==> config.mk <==
export PLATFORM = sky130hd
export DESIGN_NAME = johnson_phase_decoder
export DESIGN_NICKNAME = d
export VERILOG_FILES = /design/src/rtl/johnson_phase_decoder.sv
export SDC_FILE = /design/constraint.sdc
export NUM_CORES = 1
export LEC_CHECK = 0
export CAP_MARGIN = 20
export CORE_MARGIN = 1.5
export CORE_UTILIZATION = 45
export CTS_CLUSTER_SIZE = 24
export DETAILED_ROUTE_END_ITERATION = 8
export PLACE_DENSITY = 0.72
export REMOVE_ABC_BUFFERS = 1
export SETUP_SLACK_MARGIN = 0.02
export SYNTH_ARGS = -nofsm -noshare
export SYNTH_HDL_FRONTEND = slang
export SYNTH_SLANG_ARGS = --single-unit
==> constraint.sdc <==
create_clock -name i_clk -period 5.5 [get_ports i_clk]
set_clock_uncertainty 0.1 [all_clocks]
set_input_delay 1.375 -clock i_clk [delete_from_list [all_inputs] [get_ports i_clk]]
set_output_delay 1.375 -clock i_clk [all_outputs]
set_load 0.01 [all_outputs]
==> src/rtl/johnson_phase_decoder.sv <==
// rtl/johnson_phase_decoder.sv - Johnson code to phase index/one-hot decoder with lock tracking
// Optional revolution counter built only when JDEC_REV_COUNT_EN is defined.
module johnson_phase_decoder #(
    parameter int WIDTH      = 4,
    parameter int LOCK_STEPS = 3,
    parameter int REV_W      = 8
) (
    input  logic                        i_clk,
    input  logic                        i_rst,
    input  logic [WIDTH-1:0]            i_count,
    input  logic                        i_err_clr,
    output logic [$clog2(2*WIDTH)-1:0]  o_phase_idx,
    output logic [2*WIDTH-1:0]          o_phase_onehot,
    output logic                        o_code_valid,
    output logic                        o_locked,
    output logic                        o_step_err,
    output logic                        o_err_sticky,
    output logic [REV_W-1:0]            o_rev_count,
    output logic                        o_rev_tick
);

    localparam int N  = 2 * WIDTH;
    localparam int IW = $clog2(N);

    typedef enum logic {S_UNLOCK, S_LOCK} state_t;

    state_t          r_state;
    state_t          w_state_nxt;
    logic [IW-1:0]   r_idx;
    logic [N-1:0]    r_onehot;
    logic            r_code_valid;
    logic            r_prev_valid;
    logic [3:0]      r_good_cnt;
    logic [3:0]      w_good_nxt;
    logic [3:0]      w_good_inc;
    logic            r_step_err;
    logic            r_err_sticky;

    logic            w_legal;
    logic [IW-1:0]   w_idx;
    logic [IW-1:0]   w_idx_inc;
    logic            w_step_ok;
    logic            w_good;
    logic            w_err;
    logic [N-1:0]    w_onehot;

    // Legal codes are a run of low ones (MSB=0) or a run of low zeros (MSB=1).
    always_comb begin
        w_legal = 1'b0;
        w_idx   = '0;
        for (int k = 0; k < WIDTH; k++) begin
            if (i_count == WIDTH'((1 << k) - 1)) begin
                w_legal = 1'b1;
                w_idx   = IW'(k);
            end else if (i_count == ~WIDTH'((1 << k) - 1)) begin
                w_legal = 1'b1;
                w_idx   = IW'(WIDTH + k);
            end
        end
    end

    assign w_idx_inc = (r_idx == IW'(N - 1)) ? '0 : r_idx + 1'b1;
    assign w_step_ok = !r_prev_valid || (w_idx == r_idx) || (w_idx == w_idx_inc);
    assign w_good    = w_legal && w_step_ok;
    assign w_err     = (r_state == S_LOCK) && !w_good;
    assign w_onehot  = {{(N-1){1'b0}}, 1'b1} << w_idx;
    assign w_good_inc = r_good_cnt + 4'd1;

    always_ff @(posedge i_clk) begin
        if (i_rst) begin
            r_state      <= S_UNLOCK;
            r_idx        <= '0;
            r_onehot     <= '0;
            r_code_valid <= 1'b0;
            r_prev_valid <= 1'b0;
            r_good_cnt   <= 4'd0;
            r_step_err   <= 1'b0;
            r_err_sticky <= 1'b0;
        end else begin
            r_state      <= w_state_nxt;
            r_good_cnt   <= w_good_nxt;
            r_code_valid <= w_legal;
            r_prev_valid <= w_legal;
            r_onehot     <= w_legal ? w_onehot : '0;
            if (w_legal) begin
                r_idx <= w_idx;
            end
            r_step_err   <= w_err;
            r_err_sticky <= w_err | (r_err_sticky & ~i_err_clr);
        end
    end

    // A legal sample that breaks lock becomes the first good sample of the relock run.
    always_comb begin
        w_state_nxt = r_state;
        w_good_nxt  = r_good_cnt;
        if (r_state == S_UNLOCK) begin
            if (w_good) begin
                w_good_nxt = w_good_inc;
                if (w_good_inc >= 4'(LOCK_STEPS)) begin
                    w_state_nxt = S_LOCK;
                end
            end else begin
                w_good_nxt = 4'd0;
            end
        end else if (!w_good) begin
            w_state_nxt = S_UNLOCK;
            w_good_nxt  = w_legal ? 4'd1 : 4'd0;
        end
    end

    always_comb begin
        o_phase_idx    = r_idx;
        o_phase_onehot = r_onehot;
        o_code_valid   = r_code_valid;
        o_locked       = (r_state == S_LOCK);
        o_step_err     = r_step_err;
        o_err_sticky   = r_err_sticky;
    end

`ifdef JDEC_REV_COUNT_EN
    logic [REV_W-1:0] r_rev_count;
    logic             r_rev_tick;
    logic             w_wrap;

    assign w_wrap = (r_state == S_LOCK) && w_legal && r_prev_valid &&
                    (r_idx == IW'(N - 1)) && (w_idx == '0);

    always_ff @(posedge i_clk) begin
        if (i_rst) begin
            r_rev_count <= '0;
            r_rev_tick  <= 1'b0;
        end else begin
            r_rev_tick <= w_wrap;
            if (w_wrap) begin
                r_rev_count <= r_rev_count + 1'b1;
            end
        end
    end

    assign o_rev_count = r_rev_count;
    assign o_rev_tick  = r_rev_tick;
`else
    assign o_rev_count = '0;
    assign o_rev_tick  = 1'b0;
`endif

endmodule

[Word level (Yosys, flattened, before mapping)]
Cells that the tools add are included.
Word-level totals
  register bits: 19
  bits of input ports: 7
  output and inout port bits: 24
  logic and storage cells: 59
Operators by class
  $add $sub $neg: 2
  magnitude comparators: 1
  equality and inequality tests: 11
  shift operators: 1
  mux-type cells: 25
  bitwise operators: 4
  reductions and logical operators: 8
Operator list (number)
  3-bit two-way mux: 9
  4-bit equality test (second input constant): 4
  1-bit two-way mux: 13
  4-bit two-way mux: 3
  1-bit by 3-bit left shift with 8-bit output (first input constant): 1
  3-bit equality test: 2
  4-bit by 1-bit adder with 4-bit output (second input constant): 1
  4-bit by 1-bit equality test with 1-bit output (second input constant): 1
  4-bit by 2-bit equality test with 1-bit output (second input constant): 1
  4-bit by 3-bit equality test with 1-bit output (second input constant): 1
  4-bit by 2-bit >= comparator with 1-bit output (second input constant): 1
  4-bit logical NOT: 1
  3-bit by 1-bit adder with 3-bit output (second input constant): 1
  3-bit equality test (second input constant): 1
  1-bit logical AND: 2
  1-bit logical NOT: 2
  1-bit logical OR: 2
  2-bit inequality test (second input constant): 1
  1-bit inverter: 2
  2-bit OR reduction: 1
  1-bit AND: 1
  1-bit OR: 1

[Logic depth before layout (Yosys ltp)]
  depth after elaboration: 16
  gate-level depth with buffers: 7
  depth with buffers taken out: 7

[Worst setup path after synthesis]
Ideal clock, no wire load.
  path kind: input port to flip-flop
  start point: input i_count[2]
  end point: register r_good_cnt[1]
  library setup time: 0.116 ns
  data arrival time: 2.553 ns
  path slack: 2.731 ns
  cell stages on the path: 6
  path buffers: 0
  path through: or2_2 -> a41oi_1 -> a32oi_1 -> a221oi_2 -> nand2b_1 -> nor2_1
Between the ends
  longest elaborated chain between the ends: 15
Ends and longest elaborated chain
  start, declared: RTL line 10  | input logic [WIDTH-1:0] i_count,
  4-bit equality test: RTL line 55  | end else if (i_count == ~WIDTH'((1 << k) - 1)) begin
  3-bit two-way mux: RTL line 55
  3-bit two-way mux: RTL line 52  | if (i_count == WIDTH'((1 << k) - 1)) begin
  3-bit two-way mux: RTL line 55
  3-bit two-way mux: RTL line 52
  3-bit two-way mux: RTL line 55
  3-bit two-way mux: RTL line 52
  3-bit two-way mux: RTL line 55
  3-bit two-way mux: RTL line 52
  3-bit equality test: RTL line 63  | assign w_step_ok = !r_prev_valid || (w_idx == r_idx) || (w_idx == w_idx_inc);
  1-bit logical OR (2 in a row): RTL line 63
  1-bit logical AND *: RTL line 64  | assign w_good = w_legal && w_step_ok;
  4-bit two-way mux: RTL line 98  | if (w_good) begin
  4-bit two-way mux: RTL line 97  | if (r_state == S_UNLOCK) begin
  end signal, assigned: RTL line 81  | r_good_cnt <= w_good_nxt;
  end, declared: RTL line 33  | logic [3:0] r_good_cnt;
Every way passes the cells marked *; elsewhere a longest branch is shown, timed or not.
A chain may end at the register's enable or synchronous reset.

[Final worst setup path]
  start point: input i_count[3]
  end point: register r_good_cnt[3]
The elaborated chain is that of the path after synthesis.

==> flow_summary_export.csv <==
group,metric,value,unit
status,outcome,"completed",
drt,antenna_left,0,
synth,muxShareOfSynthArea,0.01043,
sta,fmax,281.2,MHz
clock_tree,hold_buffers,0,
drt,drt_iter0_markers,28,
worst_setup_path,r2r-start,"o_phase_idx[0]$_SDFFE_PP0P_",
synth,async_flop_share,0,
floorplanning,die_height,51.99,um
placed_design,place.detailed.hpwl,1479,um
cells_and_area,drive_above_1_share,0.04698,
floorplanning,core_area,2233,um2
synth,avgSynthCellArea,8.243,um2
drt,dr.pass1.iters,4,
sta,slew_violations,0,
synth,syn_inst,131,
synth,synth_edf_count,0,
hold_path,hold_path.class,"reg2reg",
floorplanning,floorplan.initialDensity,0.4835,
clock_tree,cts_htree_levels,1,
synth,synth_area,1080,um2
worst_setup_path,path_max_fanout,22,
power_and_ir_drop,clkPwrFrac,0.246,
clock_tree,path_clk_slew,0.10,ns
hold_path,hp-start,"o_err_sticky$_SDFF_PP0_",
synth,yosysWarnings,0,
clock_tree,cts_setup_buffers,0,
sta,tns,0,ns
grt,grt_pass1_wl,3236,um
synth,synthXorXnorAreaFrac,0.04867,
drt,wirelength,2084,um
sta,hold_viol,0,
grt,antenna_found_initial,0,
floorplanning,ioPinCount,31,
power_and_ir_drop,static-leakage-power,0.4871,nW
drt,viasPerCell,5.282,
synth,synthDistinctLibCells,37,
hold_path,whs_path_depth,2,
floorplanning,dieArea,2702,um2
cells_and_area,fillCellCount,226,
grt,overflow,0,
worst_setup_path,ff2ff_setup_slack,3.31,ns
floorplanning,row_count,17,
placed_design,place.gp.congestion,0.8535,
sta,setup_viol,0,
floorplanning,die_w,51.99,um
power_and_ir_drop,switching_share,0.2850,
worst_setup_path,crit_type,"in2reg",
clock_tree,clk-insertion-delay-late,0.29,ns
sta,fin_crit_sh,0.6465,
cells_and_area,n_antenna_cell,0,
synth,synthAdderAreaFrac,0.04635,
drt,drcViolationCount,0,
power_and_ir_drop,p_seq_frac,0.534,
cells_and_area,syn_to_final_growth,18.66,%
grt,grt_max_degree,23,
clock_tree,cts_resized,0,
power_and_ir_drop,peakVddDrop,0.0001498,V
placed_design,portBuffers,21,
clock_tree,cts_buffer_depth,2,
hold_path,hold_end,"o_err_sticky$_SDFF_PP0_",
synth,postSynth.topFlopCell,"dfxtp_1",
sta,fin_crit,3.556,ns
synth,synth-seq-cells,19,
synth,synth-simple-area-share,0.2468,
grt,grt_pass1_vias,752,
synth,synth_compound_area_frac,0.1819,
run,max-cap-violations,0,
synth,synth_top_family_by_area,"simple AND/OR/NAND/NOR gates",
worst_setup_path,cp.arrival,3.65,ns
worst_setup_path,end_kind,"flop",
cells_and_area,seqCellArea,380.4,um2
cells_and_area,multi_input_area,610.6,um2
power_and_ir_drop,power_switching,0.00007943,W
clock_tree,cts_made_buffers,3,
power_and_ir_drop,power_density,217.5,nW/um2
cells_and_area,final_common_cell,"clkdlybuf4s50_1",
worst_setup_path,critPathRequiredTime,5.59,ns
placed_design,dp_slack,1.674,ns
worst_setup_path,r2r-end,"r_good_cnt[3]$_SDFFE_PP0P_",
power_and_ir_drop,comb_power_share,0.221,
sta,setup_slack,1.944,ns
grt,grt.total_usage,0.1608,
power_and_ir_drop,p_int,0.0001993,W
sta,worst_pin_slew,0.6678,ns
cells_and_area,nNetsFinal,161,
clock_tree,cts_tree,"done",
worst_setup_path,cp-start-kind,"primary input",
clock_tree,cts_num_sinks,19,
drt,vias,935,
cells_and_area,final_cell_mix,"clkdlybuf4s50_1, dfxtp_1, nor2_1",
clock_tree,cts_root_buf,"clkbuf_4",
worst_setup_path,r2r_cells,7,
drt,routedWlPerCell,11.77,um
synth,yosysSeqAreaShare,0.3523,
sta,rsz0062_at_grt,"false",
sta,slew_headroom,0.5534,
[routing by layer]
metal,vias up,GRT usage,share of wire
li1,475,-,-
met1,424,0.2171,0.50
met2,32,0.2468,0.44
met3,4,0.02586,0.051
met4,0,0.07895,0.014
met5,-,0,0
[stage by stage]
stage,total power [W],util,std cells,hold slack [ns],cell area (um2)
2_1_floorplan,0.0001878,-,124,0.3873,1010
3_3_place_gp,0.0002119,0.5619,173,0.3627,1255
3_5_place_dp,0.0002123,0.5619,173,0.3654,1255
4_1_cts,0.0002811,0.5737,177,0.3824,1281
5_1_grt,0.0002956,0.5737,177,0.4078,1281
6_report,0.0002787,0.5737,177,0.3779,1281
[power groups by stage]
stage	clock (W)	sequential, W	combinational [W]
2_1_floorplan	0	0.000152	0.0000358
3_3_place_gp	0	0.000152	0.0000603
3_5_place_dp	0	0.000152	0.0000607
4_1_cts	0.0000712	0.000149	0.0000613
5_1_grt	0.0000785	0.000150	0.0000674
6_report	0.0000685	0.000149	0.0000615
[layout make-up]
class,count,share of cell area
repair buffers,21,0.1641
flip-flops and latches,19,0.2969
clock buffers,4,0.02051
inverters,5,0.01465
well taps,28,0.02734
multi-input cells,100,0.4766
[worst max-delay path, cell delays in order]
cell,delay (ns)
clkdlybuf4s50_1,0.75
or2_2,0.49
a41oi_1,0.21
a32oi_1,0.15
a221oi_2,0.35
nand2b_1,0.24
nor2_1,0.07
[worst max path at each step]
| stage | start | end | slack, ns |
|---|---|---|---|
| CTS | i_count[3] | r_good_cnt[3]$_SDFFE_PP0P_ | 1.99 |
| detailed placement | i_count[3] | r_good_cnt[3]$_SDFFE_PP0P_ | 1.67 |
| floorplan | i_count[2] | r_good_cnt[1]$_SDFFE_PP0P_ | 2.73 |
| global route | i_count[3] | o_locked$_SDFF_PP0_ | 1.80 |
| global placement | i_count[3] | r_good_cnt[1]$_SDFFE_PP0P_ | 1.70 |
| finish | i_count[3] | r_good_cnt[3]$_SDFFE_PP0P_ | 1.94 |
[cells in the mapped netlist (4+ instances only)]
cell type	number	area, um2
nand2b_1	5	31.28
o21ai_0	9	45.04
nand2_1	8	30.03
xnor2_1	4	35.03
nor3_1	4	20.02
ha_1	4	50.05
inv_1	5	18.77
buf_4	11	82.58
nor2_1	16	60.06
dfxtp_1	19	380.4
nor2b_1	4	25.02
a21oi_1	7	35.03
[state kept, by name, summed over array words and instances (netlist names)]
register / cells
o_step_err: 1
r_good_cnt: 4
o_err_sticky: 1
o_locked: 1
r_prev_valid: 1
o_phase_idx: 3
o_phase_onehot: 8
[kinds of logic after synthesis]
| group | after synthesis |
|---|---|
| and+or+nand+nor | 51 |
| AOI/OAI and AO/OA | 29 |
| buffers and inverters | 20 |
| DFF | 19 |
| xor gates and xnor gates | 6 |
| adders and majority gates | 4 |
| other | 1 |
| muxes | 1 |
Power figures use the tool's default switching activity.
